--- config.mk ---
export PLATFORM = sky130hd
export DESIGN_NAME = logic_pod_manager_flat
export DESIGN_NICKNAME = d
export VERILOG_FILES = /design/src/rtl/logic_pod_pkg.sv /design/src/rtl/logic_pod_manager_if.sv /design/src/rtl/logic_pod_power_fsm.sv /design/src/rtl/logic_pod_manager.sv /design/src/flat_wrapper.sv
export SDC_FILE = /design/constraint.sdc
export NUM_CORES = 1
export LEC_CHECK = 0
export ABC_AREA = 1
export CORE_MARGIN = 2
export CORE_UTILIZATION = 61
export CTS_CLUSTER_DIAMETER = 200
export DETAILED_ROUTE_END_ITERATION = 10
export PLACE_DENSITY = 0.83
export REMOVE_ABC_BUFFERS = 1
export SLEW_MARGIN = 0
export SYNTH_ARGS = -nofsm -noshare
export SYNTH_HDL_FRONTEND = slang
export SYNTH_HIERARCHICAL = 1
export SYNTH_SLANG_ARGS = --single-unit
--- constraint.sdc ---
create_clock -name clk_125mhz -period 2.2 [get_ports clk_125mhz]
set_clock_uncertainty 0.15 [all_clocks]
set_input_delay 0.44 -clock clk_125mhz [delete_from_list [all_inputs] [get_ports clk_125mhz]]
set_output_delay 0.44 -clock clk_125mhz [all_outputs]
set_load 0.01 [all_outputs]
--- src/rtl/logic_pod_pkg.sv ---
// State encoding, default timing and small helpers shared by the pod manager blocks.
package logic_pod_pkg;

  typedef enum logic [2:0] {
    ST_ABSENT     = 3'd0,
    ST_DEBOUNCE   = 3'd1,
    ST_POWER_UP   = 3'd2,
    ST_ALIGN      = 3'd3,
    ST_READY      = 3'd4,
    ST_FAULT_WAIT = 3'd5,
    ST_LOCKOUT    = 3'd6
  } pod_state_t;

  localparam int unsigned DEF_NUM_PODS             = 32'd2;
  localparam int unsigned DEF_DEBOUNCE_CYCLES      = 32'd125000;
  localparam int unsigned DEF_SETTLE_CYCLES        = 32'd1250000;
  localparam int unsigned DEF_ALIGN_TIMEOUT_CYCLES = 32'd12500000;
  localparam int unsigned DEF_RETRY_DELAY_CYCLES   = 32'd12500000;
  localparam int unsigned DEF_MAX_RETRIES          = 32'd3;

  function automatic int unsigned max_of4(input int unsigned a, input int unsigned b,
                                          input int unsigned c, input int unsigned d);
    int unsigned ab;
    int unsigned cd;
    ab = (a > b) ? a : b;
    cd = (c > d) ? c : d;
    return (ab > cd) ? ab : cd;
  endfunction

  function automatic logic is_powered(input pod_state_t s);
    return (s == ST_POWER_UP) || (s == ST_ALIGN) || (s == ST_READY);
  endfunction

endpackage

--- src/rtl/logic_pod_manager_if.sv ---
// Connector, clocking and management-side signals of the pod manager.
interface logic_pod_manager_if #(
  parameter int unsigned NUM_PODS = 32'd2
);
  logic [NUM_PODS-1:0]   pod_present_n;
  logic [NUM_PODS-1:0]   pod_power_fault_n;
  logic [NUM_PODS-1:0]   align_done;
  logic                  ram_ready;
  logic [NUM_PODS-1:0]   pod_power_en;
  logic [NUM_PODS-1:0]   pod_ready;
  logic [NUM_PODS-1:0]   pod_lockout;
  logic [NUM_PODS-1:0]   capture_en;
  logic [3*NUM_PODS-1:0] pod_state;
  logic                  status_change;

  modport master (
    output pod_present_n, pod_power_fault_n, align_done, ram_ready,
    input  pod_power_en, pod_ready, pod_lockout, capture_en, pod_state, status_change
  );

  modport slave (
    input  pod_present_n, pod_power_fault_n, align_done, ram_ready,
    output pod_power_en, pod_ready, pod_lockout, capture_en, pod_state, status_change
  );
endinterface

--- src/rtl/logic_pod_power_fsm.sv ---
// One pod's input synchronisers, bring-up sequencer and bounded fault retry.
module logic_pod_power_fsm
  import logic_pod_pkg::*;
#(
  parameter int unsigned DEBOUNCE_CYCLES      = DEF_DEBOUNCE_CYCLES,
  parameter int unsigned SETTLE_CYCLES        = DEF_SETTLE_CYCLES,
  parameter int unsigned ALIGN_TIMEOUT_CYCLES = DEF_ALIGN_TIMEOUT_CYCLES,
  parameter int unsigned RETRY_DELAY_CYCLES   = DEF_RETRY_DELAY_CYCLES,
  parameter int unsigned MAX_RETRIES          = DEF_MAX_RETRIES
) (
  input  logic       clk_125mhz,
  input  logic       rst_n,
  input  logic       i_present_n,
  input  logic       i_fault_n,
  input  logic       i_align_done,
  output logic       o_power_en,
  output logic       o_ready,
  output logic       o_lockout,
  output pod_state_t o_state
);

  localparam int unsigned CNT_W = $clog2(max_of4(DEBOUNCE_CYCLES, SETTLE_CYCLES,
                                  ALIGN_TIMEOUT_CYCLES, RETRY_DELAY_CYCLES)) + 32'd1;
  localparam int unsigned RETRY_W = $clog2(MAX_RETRIES + 32'd1);

  localparam logic [CNT_W-1:0] DEB_LAST   = CNT_W'(DEBOUNCE_CYCLES - 32'd1);
  localparam logic [CNT_W-1:0] SET_LAST   = CNT_W'(SETTLE_CYCLES - 32'd1);
  localparam logic [CNT_W-1:0] AT_LAST    = CNT_W'(ALIGN_TIMEOUT_CYCLES - 32'd1);
  localparam logic [CNT_W-1:0] RD_LAST    = CNT_W'(RETRY_DELAY_CYCLES - 32'd1);
  localparam logic [RETRY_W-1:0] RETRY_MAX = RETRY_W'(MAX_RETRIES);

  logic [1:0]         r_present_sync;
  logic [1:0]         r_fault_sync;
  logic [1:0]         r_align_sync;
  logic               w_present;
  logic               w_fault;
  logic               w_align;
  pod_state_t         r_state;
  pod_state_t         w_state_nxt;
  pod_state_t         w_fault_dest;
  logic [CNT_W-1:0]   r_cnt;
  logic [CNT_W-1:0]   w_cnt_nxt;
  logic [RETRY_W-1:0] r_retry;
  logic [RETRY_W-1:0] w_retry_nxt;
  logic [RETRY_W-1:0] w_retry_inc;
  logic               r_power_en;
  logic               r_ready;
  logic               r_lockout;

  // Idle values are "absent" and "no fault" so reset release never looks like an event
  always_ff @(posedge clk_125mhz or negedge rst_n) begin
    if (!rst_n) begin
      r_present_sync <= 2'b11;
      r_fault_sync   <= 2'b11;
      r_align_sync   <= 2'b00;
    end else begin
      r_present_sync <= {r_present_sync[0], i_present_n};
      r_fault_sync   <= {r_fault_sync[0], i_fault_n};
      r_align_sync   <= {r_align_sync[0], i_align_done};
    end
  end

  assign w_present = ~r_present_sync[1];
  assign w_fault   = ~r_fault_sync[1];
  assign w_align   = r_align_sync[1];

  // Next state: removal beats fault, fault beats timeout, timeout beats normal advance
  always_comb begin
    w_state_nxt  = r_state;
    w_cnt_nxt    = r_cnt + CNT_W'(1'b1);
    w_retry_nxt  = r_retry;
    w_retry_inc  = r_retry + RETRY_W'(1'b1);
    w_fault_dest = (w_retry_inc == RETRY_MAX) ? ST_LOCKOUT : ST_FAULT_WAIT;
    if (!w_present) begin
      w_state_nxt = ST_ABSENT;
      w_cnt_nxt   = '0;
      w_retry_nxt = '0;
    end else begin
      case (r_state)
        ST_ABSENT: begin
          w_state_nxt = ST_DEBOUNCE;
          w_cnt_nxt   = '0;
        end
        ST_DEBOUNCE: begin
          if (r_cnt == DEB_LAST) begin
            w_state_nxt = ST_POWER_UP;
            w_cnt_nxt   = '0;
          end else begin
            w_state_nxt = ST_DEBOUNCE;
          end
        end
        ST_POWER_UP: begin
          if (w_fault) begin
            w_state_nxt = w_fault_dest;
            w_cnt_nxt   = '0;
            w_retry_nxt = w_retry_inc;
          end else if (r_cnt == SET_LAST) begin
            w_state_nxt = ST_ALIGN;
            w_cnt_nxt   = '0;
          end else begin
            w_state_nxt = ST_POWER_UP;
          end
        end
        ST_ALIGN: begin
          if (w_fault || (r_cnt == AT_LAST)) begin
            w_state_nxt = w_fault_dest;
            w_cnt_nxt   = '0;
            w_retry_nxt = w_retry_inc;
          end else if (w_align) begin
            w_state_nxt = ST_READY;
            w_cnt_nxt   = '0;
            w_retry_nxt = '0;
          end else begin
            w_state_nxt = ST_ALIGN;
          end
        end
        ST_READY: begin
          w_cnt_nxt = '0;
          if (w_fault) begin
            w_state_nxt = w_fault_dest;
            w_retry_nxt = w_retry_inc;
          end else if (!w_align) begin
            w_state_nxt = ST_ALIGN;
          end else begin
            w_state_nxt = ST_READY;
          end
        end
        ST_FAULT_WAIT: begin
          if (r_cnt == RD_LAST) begin
            w_state_nxt = ST_POWER_UP;
            w_cnt_nxt   = '0;
          end else begin
            w_state_nxt = ST_FAULT_WAIT;
          end
        end
        ST_LOCKOUT: begin
          w_state_nxt = ST_LOCKOUT;
          w_cnt_nxt   = '0;
        end
        default: begin
          w_state_nxt = ST_ABSENT;
          w_cnt_nxt   = '0;
          w_retry_nxt = '0;
        end
      endcase
    end
  end

  // Outputs are registered from the next state so they align with the state register
  always_ff @(posedge clk_125mhz or negedge rst_n) begin
    if (!rst_n) begin
      r_state    <= ST_ABSENT;
      r_cnt      <= '0;
      r_retry    <= '0;
      r_power_en <= 1'b0;
      r_ready    <= 1'b0;
      r_lockout  <= 1'b0;
    end else begin
      r_state    <= w_state_nxt;
      r_cnt      <= w_cnt_nxt;
      r_retry    <= w_retry_nxt;
      r_power_en <= is_powered(w_state_nxt);
      r_ready    <= (w_state_nxt == ST_READY);
      r_lockout  <= (w_state_nxt == ST_LOCKOUT);
    end
  end

  assign o_power_en = r_power_en;
  assign o_ready    = r_ready;
  assign o_lockout  = r_lockout;
  assign o_state    = r_state;

endmodule

--- src/rtl/logic_pod_manager.sv ---
// Hotswap manager top: per-pod sequencers, DRAM-ready capture gating, status change pulse.
module logic_pod_manager
  import logic_pod_pkg::*;
#(
  parameter int unsigned NUM_PODS             = DEF_NUM_PODS,
  parameter int unsigned DEBOUNCE_CYCLES      = DEF_DEBOUNCE_CYCLES,
  parameter int unsigned SETTLE_CYCLES        = DEF_SETTLE_CYCLES,
  parameter int unsigned ALIGN_TIMEOUT_CYCLES = DEF_ALIGN_TIMEOUT_CYCLES,
  parameter int unsigned RETRY_DELAY_CYCLES   = DEF_RETRY_DELAY_CYCLES,
  parameter int unsigned MAX_RETRIES          = DEF_MAX_RETRIES
) (
  input logic          clk_125mhz,
  input logic          rst_n,
  logic_pod_manager_if.slave bus
);

  logic [NUM_PODS-1:0]   w_power_en;
  logic [NUM_PODS-1:0]   w_ready;
  logic [NUM_PODS-1:0]   w_lockout;
  logic [3*NUM_PODS-1:0] w_state_vec;
  logic [3*NUM_PODS-1:0] r_prev_state;
  logic [1:0]            r_ram_sync;
  logic                  r_status_change;

  genvar g;
  generate
    for (g = 0; g < NUM_PODS; g++) begin : g_pod
      pod_state_t w_state;

      logic_pod_power_fsm #(
        .DEBOUNCE_CYCLES      (DEBOUNCE_CYCLES),
        .SETTLE_CYCLES        (SETTLE_CYCLES),
        .ALIGN_TIMEOUT_CYCLES (ALIGN_TIMEOUT_CYCLES),
        .RETRY_DELAY_CYCLES   (RETRY_DELAY_CYCLES),
        .MAX_RETRIES          (MAX_RETRIES)
      ) u_fsm (
        .clk_125mhz   (clk_125mhz),
        .rst_n        (rst_n),
        .i_present_n  (bus.pod_present_n[g]),
        .i_fault_n    (bus.pod_power_fault_n[g]),
        .i_align_done (bus.align_done[g]),
        .o_power_en   (w_power_en[g]),
        .o_ready      (w_ready[g]),
        .o_lockout    (w_lockout[g]),
        .o_state      (w_state)
      );

      assign w_state_vec[3*g +: 3] = w_state;
    end
  endgenerate

  // DRAM-ready synchroniser and one pulse per cycle in which any pod's state moved
  always_ff @(posedge clk_125mhz or negedge rst_n) begin
    if (!rst_n) begin
      r_ram_sync      <= 2'b00;
      r_prev_state    <= '0;
      r_status_change <= 1'b0;
    end else begin
      r_ram_sync      <= {r_ram_sync[0], bus.ram_ready};
      r_prev_state    <= w_state_vec;
      r_status_change <= (w_state_vec != r_prev_state);
    end
  end

  assign bus.pod_power_en  = w_power_en;
  assign bus.pod_ready     = w_ready;
  assign bus.pod_lockout   = w_lockout;
  assign bus.capture_en    = w_ready & {NUM_PODS{r_ram_sync[1]}};
  assign bus.pod_state     = w_state_vec;
  assign bus.status_change = r_status_change;

endmodule

--- src/flat_wrapper.sv ---
// flat-port wrapper written by rule: the top's interface ports become plain ports
module logic_pod_manager_flat import logic_pod_pkg::*;
#(
  parameter int unsigned NUM_PODS             = DEF_NUM_PODS,
  parameter int unsigned DEBOUNCE_CYCLES      = DEF_DEBOUNCE_CYCLES,
  parameter int unsigned SETTLE_CYCLES        = DEF_SETTLE_CYCLES,
  parameter int unsigned ALIGN_TIMEOUT_CYCLES = DEF_ALIGN_TIMEOUT_CYCLES,
  parameter int unsigned RETRY_DELAY_CYCLES   = DEF_RETRY_DELAY_CYCLES,
  parameter int unsigned MAX_RETRIES          = DEF_MAX_RETRIES
)
  (clk_125mhz, rst_n, bus_pod_present_n, bus_pod_power_fault_n, bus_align_done, bus_ram_ready, bus_pod_power_en, bus_pod_ready, bus_pod_lockout, bus_capture_en, bus_pod_state, bus_status_change);
  logic_pod_manager_if #(.NUM_PODS(NUM_PODS)) bus_i ();
  input logic clk_125mhz;
  input logic rst_n;
  input wire logic [$bits(bus_i.pod_present_n)-1:0] bus_pod_present_n;
  input wire logic [$bits(bus_i.pod_power_fault_n)-1:0] bus_pod_power_fault_n;
  input wire logic [$bits(bus_i.align_done)-1:0] bus_align_done;
  input wire logic [$bits(bus_i.ram_ready)-1:0] bus_ram_ready;
  output wire logic [$bits(bus_i.pod_power_en)-1:0] bus_pod_power_en;
  output wire logic [$bits(bus_i.pod_ready)-1:0] bus_pod_ready;
  output wire logic [$bits(bus_i.pod_lockout)-1:0] bus_pod_lockout;
  output wire logic [$bits(bus_i.capture_en)-1:0] bus_capture_en;
  output wire logic [$bits(bus_i.pod_state)-1:0] bus_pod_state;
  output wire logic [$bits(bus_i.status_change)-1:0] bus_status_change;
  assign bus_i.pod_present_n = bus_pod_present_n;
  assign bus_i.pod_power_fault_n = bus_pod_power_fault_n;
  assign bus_i.align_done = bus_align_done;
  assign bus_i.ram_ready = bus_ram_ready;
  assign bus_pod_power_en = bus_i.pod_power_en;
  assign bus_pod_ready = bus_i.pod_ready;
  assign bus_pod_lockout = bus_i.pod_lockout;
  assign bus_capture_en = bus_i.capture_en;
  assign bus_pod_state = bus_i.pod_state;
  assign bus_status_change = bus_i.status_change;
  logic_pod_manager #(.NUM_PODS(NUM_PODS), .DEBOUNCE_CYCLES(DEBOUNCE_CYCLES), .SETTLE_CYCLES(SETTLE_CYCLES), .ALIGN_TIMEOUT_CYCLES(ALIGN_TIMEOUT_CYCLES), .RETRY_DELAY_CYCLES(RETRY_DELAY_CYCLES), .MAX_RETRIES(MAX_RETRIES)) u_core (.clk_125mhz(clk_125mhz), .rst_n(rst_n), .bus(bus_i));
endmodule
==> flow_summary_export.csv, run 1 <==
group,metric,value,unit
run,cap_violations,0,
clock_network,htree_levels,3,
critical_path,startpoint_type,"register",
placed_design,hpwl,8380,um
die,die_area,8960,um2
critical_path,path_depth,12,
sta,tns,0,ns
critical_path,required,2.31,ns
grt,antenna_found_initial,0,
synth,synth_cells,686,
power,pwr-share-clk,0.378,
critical_path,path_delay_family,"simple AND/OR/NAND/NOR gates",
power,p_per_area,516,nW/um2
clock_network,cts.sinks,87,
placed_design,dpl_worst_slack,0.0503,ns
synth,synth_async_sr_flop_share,1.00,
grt,grt.total_usage,0.262,
critical_path,crit_path_end_kind,"register",
power,power.share.combinational,0.060,
critical_path,crit_top_cell,"nand2_1",
critical_path,cp.arrival,2.21,ns
synth,ys_top_cells_by_area,"dfrtp_1 (39%), nand2_1 (11%), nor2_1 (11%), inv_1 (7.6%), nand3_1 (5.3%)",
sta,fin_crit,2.10,ns
critical_path,worst-path-buf-inv,0,
hold_path,hold_depth,0,
route,vias,4543,
placed_design,numPortBuffers,23,
placed_design,gp_congestion,0.954,
synth,synth.distinct_cells,38,
sta,setup_viol,0,
sta,rsz0062_at_grt,"yes",
finish,n_antenna_cell,0,
critical_path,slowest_delay,0.40,ns
synth,synth_top_area_frac,0.395,
die,pin_count,24,
critical_path,worstPathCellList,"ha_2, nand2_2, nor2_4, nand2_1, nor2_2, nand2_2, nand2_1, nand2_1, nor2_4, o21ai_4, nand2_4, nor2_1",
power,internal_power,2130,uW
sta,slew_viol_final,0,
grt,grt_max_degree,46,
sta,worst_pin_slew,0.622,ns
critical_path,r2r_cells,12,
die,die_w,94.6,um
status,outcome,"completed",
synth,ys.flop_type,"dfrtp_1",
power,switching_share,0.273,
finish,areaGrowthSynthToFinish,13.3,%
synth,ys_ff_latch,87,
sta,finalCritPeriodShare,0.956,
clock_network,cts_root_buffer,"clkbuf_8",
route,wl_per_cell,13.7,um
die,rows,33,
critical_path,path_class,"register to register",
grt,grt_pass1_wl,18400,um
synth,synth_common_cells,"nand2_1 (152), nor2_1 (146), inv_1 (102), dfrtp_1 (79), nand3_1 (53)",
clock_network,cts_buffer_depth,2,
clock_network,cts_made_buffers,9,
power,vdd_drop_max,337,uV
clock_network,path_clk_slew,0.10,ns
finish,drive_gt1_frac,0.107,
finish,nNetsFinal,740,
sta,layout_setup_ws,0.0978,ns
grt,grt.overflow.total,0,
critical_path,critPathSlowestCell,"dfrtp_1",
power,seqPwrFrac,0.562,
die,core,8090,um2
die,initial_core_util,0.619,
route,dr.pass1.iters,6,
route,vias_per_cell,5.43,
critical_path,worstPathMaxFanout,8,
synth,yosysMostFrequentCell,"nand2_1",
sta,max-slew-margin-rel,0.585,
finish,instances_no_fill,837,
power,p_total,2930,uW
synth,yosysTopAreaCell,"dfrtp_1",
synth,ys_seq_area_frac,0.436,
synth,avgSynthCellArea,7.30,um2
sta,final-hold-violation-count,0,
synth,synth-edff-count,0,
route,ant_nets,0,
power,switching_power,799,uW
hold_path,holdCritPathClass,"register to register",
synth,yosysWarningCount,6,
route,drc_errors,0,
route,routed_wl,11500,um
power,p_leak,0.00264,uW
grt,grt_pass1_vias,4252,
clock_network,clk_latency,0.38,ns
clock_network,tritoncts,"yes",
placed_design,dp_cells,815,
route,drt_first_iter_violations,275,
sta,fmax,476,MHz
die,die_h,94.6,um
synth,syn_area,5010,um2
[registers in the layout (all words and copies together), names as in the netlist]
name and count:
u_core/g_pod.u_fsm/o_lockout 2, u_core/r_ram_sync 2, u_core/g_pod.u_fsm/r_present_sync 4, u_core/g_pod.u_fsm/r_cnt 50, u_core/g_pod.u_fsm/o_state 6, u_core/bus.status_change 1
u_core/g_pod.u_fsm/o_power_en 2, u_core/g_pod.u_fsm/r_retry 4, u_core/g_pod.u_fsm/o_ready 2, u_core/r_prev_state 6, u_core/g_pod.u_fsm/r_align_sync 4, u_core/g_pod.u_fsm/r_fault_sync 4
[cells by family (layout without fill, tap and decap cells)]
kind of cell | count (synthesis) | after routing | synth area share
compound gates | 29 | 29 | 0.0322
simple gates | 427 | 430 | 0.383
buf+inv | 111 | 154 | 0.0896
xor+xnor | 28 | 28 | 0.0489
fa+ha+maj | 4 | 4 | 0.00999
flops | 87 | 87 | 0.436
[area by class of cell]
class / count / area, um2
clock buffer: 9 / 124
timing repair buffer: 32 / 310
fill: 661 / 2420
multi-input combinational: 491 / 2450
clock inverter: 7 / 73.8
tap: 105 / 131
inverter: 106 / 399
sequential: 87 / 2190
[path summary, 6_finish.rpt]
path,startpoint,end,slack [ns]
worst min-delay path,u_core/g_pod[0].u_fsm/r_fault_sync[0],u_core/g_pod[0].u_fsm/r_fault_sync[1],0.21
min in group asynchronous,rst_n,u_core/g_pod[1].u_fsm/r_cnt[14],0.34
max in group asynchronous,rst_n,u_core/g_pod[0].u_fsm/r_fault_sync[0],0.93
worst min register to register,u_core/g_pod[0].u_fsm/r_fault_sync[0],u_core/g_pod[0].u_fsm/r_fault_sync[1],0.21
worst max register to register,u_core/g_pod[0].u_fsm/r_cnt[0],u_core/g_pod[0].u_fsm/r_cnt[9],0.1
worst max-delay path,u_core/g_pod[0].u_fsm/r_cnt[0],u_core/g_pod[0].u_fsm/r_cnt[9],0.1
[metrics by stage]
stage | util | instance area, um2 | hold WS, ns
after floorplan | - | 4960 | -0.00559
after global placement | 0.665 | 5380 | 0.183
after detailed placement | 0.665 | 5380 | 0.194
after CTS | 0.690 | 5590 | 0.212
after global routing | 0.701 | 5680 | 0.214
final | 0.701 | 5680 | 0.210
[metal layers]
layer,up-vias,part of all wire,GRT usage
met4,0,0.028,0.133
met5,-,0,0
met2,153,0.51,0.447
met1,2137,0.41,0.328
li1,2222,-,-
met3,31,0.053,0.0327
[what timing repair did]
| item | in CTS | in global routing |
|---|---|---|
| endpoints found under the hold margin | 21 | 0 |
| setup endpoints to repair | 0 | 29 |
| resized for setup | 0 | 13 |
| setup buffers | 0 | 2 |
| hold buffers | 1 | 0 |
[cells in the final DEF, fill, tap and decap left out, drive strengths merged]
master,synthesis,layout
buf,5,9
nor2,154,154
nand2,161,164
nor3,25,25
inv,105,108
o21bai,1,1
dfrtp,79,79
and2,1,1
ha,4,4
a211oi,1,1
a21oi,13,13
a31oi,2,2
clkbuf,0,9
clkinv,1,3
dlygate4sd3,0,1
xor2,24,24
nor4,7,7
a21boi,1,1
nand3b,4,4
clkinvlp,0,2
nand4,14,14
dfstp,8,8
nand3,56,56
o211ai,1,1
nor3b,1,1
nand2b,1,1
clkdlybuf4s50,0,22
o21ai,10,10
or2,3,3
xnor2,4,4
[power groups by stage]
stage	Clock (uW)	Combinational, uW	Sequential (uW)
finish	1110	176	1640
global route	1200	197	1650
CTS	1130	165	1640
detailed placement	0	162	1680
global placement	0	156	1670
floorplan	0	76.3	1670
No activity file was read; power rests on OpenSTA's default activity.
==> run 2, diff against run 1 <==
--- a/config.mk
+++ b/config.mk
@@ -6,11 +6,12 @@
 export NUM_CORES = 1
 export LEC_CHECK = 0
 export ABC_AREA = 1
+export ABC_CLOCK_PERIOD_IN_PS = 2200
 export CORE_MARGIN = 2
 export CORE_UTILIZATION = 61
 export CTS_CLUSTER_DIAMETER = 200
 export DETAILED_ROUTE_END_ITERATION = 10
-export PLACE_DENSITY = 0.83
+export PLACE_DENSITY = 0.81
 export REMOVE_ABC_BUFFERS = 1
 export SLEW_MARGIN = 0
 export SYNTH_ARGS = -nofsm -noshare
==> flow_summary_export.csv, run 2 (synthesis results as in run 1) <==
group,metric,value,unit
power,p_total,2910,uW
clock_network,tritoncts,"yes",
grt,grt.total_usage,0.262,
power,p_per_area,512,nW/um2
finish,instances_no_fill,836,
die,initial_core_util,0.619,
placed_design,dp_cells,814,
critical_path,cp.arrival,2.20,ns
finish,nNetsFinal,739,
clock_network,cts_root_buffer,"clkbuf_8",
clock_network,cts.sinks,87,
power,internal_power,2130,uW
critical_path,crit_path_end_kind,"register",
sta,finalCritPeriodShare,0.960,
finish,areaGrowthSynthToFinish,13.3,%
sta,fmax,474,MHz
sta,setup_viol,0,
clock_network,htree_levels,3,
finish,multi_input_area,2460,um2
critical_path,worstPathMaxFanout,8,
power,p_leak,0.00265,uW
power,switching_share,0.266,
route,wl_per_cell,13.2,um
grt,grt_pass1_wl,18500,um
sta,final-hold-violation-count,0,
run,cap_violations,0,
die,die_area,8960,um2
route,drt_first_iter_violations,256,
route,ant_nets,0,
placed_design,gp_congestion,0.990,
critical_path,startpoint_type,"register",
finish,drive_gt1_frac,0.105,
route,vias_per_cell,5.42,
clock_network,cts_buffer_depth,2,
route,drc_errors,0,
power,power.share.combinational,0.061,
finish,largest_register_ffs,50,
power,seqPwrFrac,0.565,
die,core,8090,um2
critical_path,r2r_cells,10,
sta,worst_pin_slew,0.617,ns
die,rows,33,
hold_path,holdCritPathClass,"register to register",
finish,layout_commonest_cell,"nand2_1",
power,switching_power,775,uW
grt,grt_max_degree,45,
finish,largest_register,"u_core/g_pod.u_fsm/r_cnt",
sta,tns,0,ns
critical_path,required,2.29,ns
critical_path,r2r_slack,0.09,ns
sta,max-slew-margin-rel,0.588,
clock_network,cts_made_buffers,9,
die,pin_count,24,
clock_network,clk_latency,0.35,ns
die,die_h,94.6,um
placed_design,numPortBuffers,23,
grt,grt_pass1_vias,4307,
route,vias,4535,
clock_network,path_clk_slew,0.10,ns
power,pwr-share-clk,0.374,
critical_path,path_class,"register to register",
finish,mostFrequentLayoutCells,"nand2_1 (149), nor2_1 (145), inv_1 (102), dfrtp_1 (78), nand3_1 (52)",
power,vdd_drop_max,392,uV
hold_path,hold_depth,0,
status,outcome,"completed",
finish,fillerInstances,656,
finish,n_antenna_cell,0,
grt,antenna_found_initial,0,
die,die_w,94.6,um
finish,regArea,2190,um2
sta,fin_crit,2.11,ns
route,routed_wl,11100,um
grt,grt.overflow.total,0,
sta,slew_viol_final,0,
sta,rsz0062_at_grt,"yes",
route,dr.pass1.iters,5,
placed_design,hpwl,8060,um
==> run 2: path summary, 6_finish.rpt <==
| kind | from | end |
|---|---|---|
| setup / recovery | u_core/g_pod[0].u_fsm/r_cnt[8] | u_core/g_pod[0].u_fsm/r_cnt[15] |
| hold / removal | u_core/g_pod[1].u_fsm/r_fault_sync[0] | u_core/g_pod[1].u_fsm/r_fault_sync[1] |
| setup reg to reg | u_core/g_pod[0].u_fsm/r_cnt[8] | u_core/g_pod[0].u_fsm/r_cnt[15] |
| hold reg to reg | u_core/g_pod[1].u_fsm/r_fault_sync[0] | u_core/g_pod[1].u_fsm/r_fault_sync[1] |
| max in group asynchronous | rst_n | u_core/g_pod[0].u_fsm/r_fault_sync[0] |
| min in group asynchronous | rst_n | u_core/g_pod[1].u_fsm/r_cnt[13] |
==> run 2: metal layers <==
metal  vias to the layer above  track usage  share of wire
met2                       166        0.453           0.50
met3                        35       0.0527          0.058
met1                      2107        0.317           0.42
li1                       2227            -              -
met4                         0        0.116          0.027
met5                         -            0              0
==> run 2: area by class of cell <==
class                   instances  share of cell area
repair buffers                 31              0.0533
well taps                     105              0.0231
flip-flops and latches         87               0.385
multi-input cells             491               0.433
clock inverters                 7              0.0132
inverters                     106              0.0703
clock buffers                   9              0.0218
==> run 2: timing repair <==
| action | CTS | global route |
|---|---|---|
| hold buffers | 1 | 0 |
| setup endpoints to repair | 0 | 34 |
| resized for setup | 0 | 16 |
| hold endpoints to repair | 24 | 0 |
| setup buffers | 0 | 2 |
==> run 2: critical path, cell delays in order (launching register included) <==
cell	delay [ns]
dfrtp_1	0.47
nor2_1	0.20
nand3_1	0.12
nor2_1	0.27
nand2_4	0.11
nand3_2	0.11
inv_1	0.08
nor2_4	0.14
o21ai_4	0.14
nand2_4	0.15
nor2_1	0.05
==> run 2: through the flow <==
stage / utilization / cell area [um2] / setup slack [ns] / hold slack, ns
after floorplan: - / 4960 / 0.335 / -0.00559
after global placement: 0.664 / 5370 / 0.159 / 0.184
after detailed placement: 0.664 / 5370 / 0.0639 / 0.197
after CTS: 0.689 / 5580 / 0.0447 / 0.211
after global routing: 0.702 / 5680 / -0.0432 / 0.215
final: 0.702 / 5680 / 0.0882 / 0.210
==> run 2: power groups by stage <==
| stage | Sequential [uW] | Clock (uW) | Combinational [uW] |
|---|---|---|---|
| floorplan | 1670 | 0 | 76.3 |
| global placement | 1670 | 0 | 156 |
| detailed placement | 1680 | 0 | 160 |
| CTS | 1640 | 1120 | 163 |
| global route | 1650 | 1200 | 200 |
| finish | 1640 | 1090 | 177 |
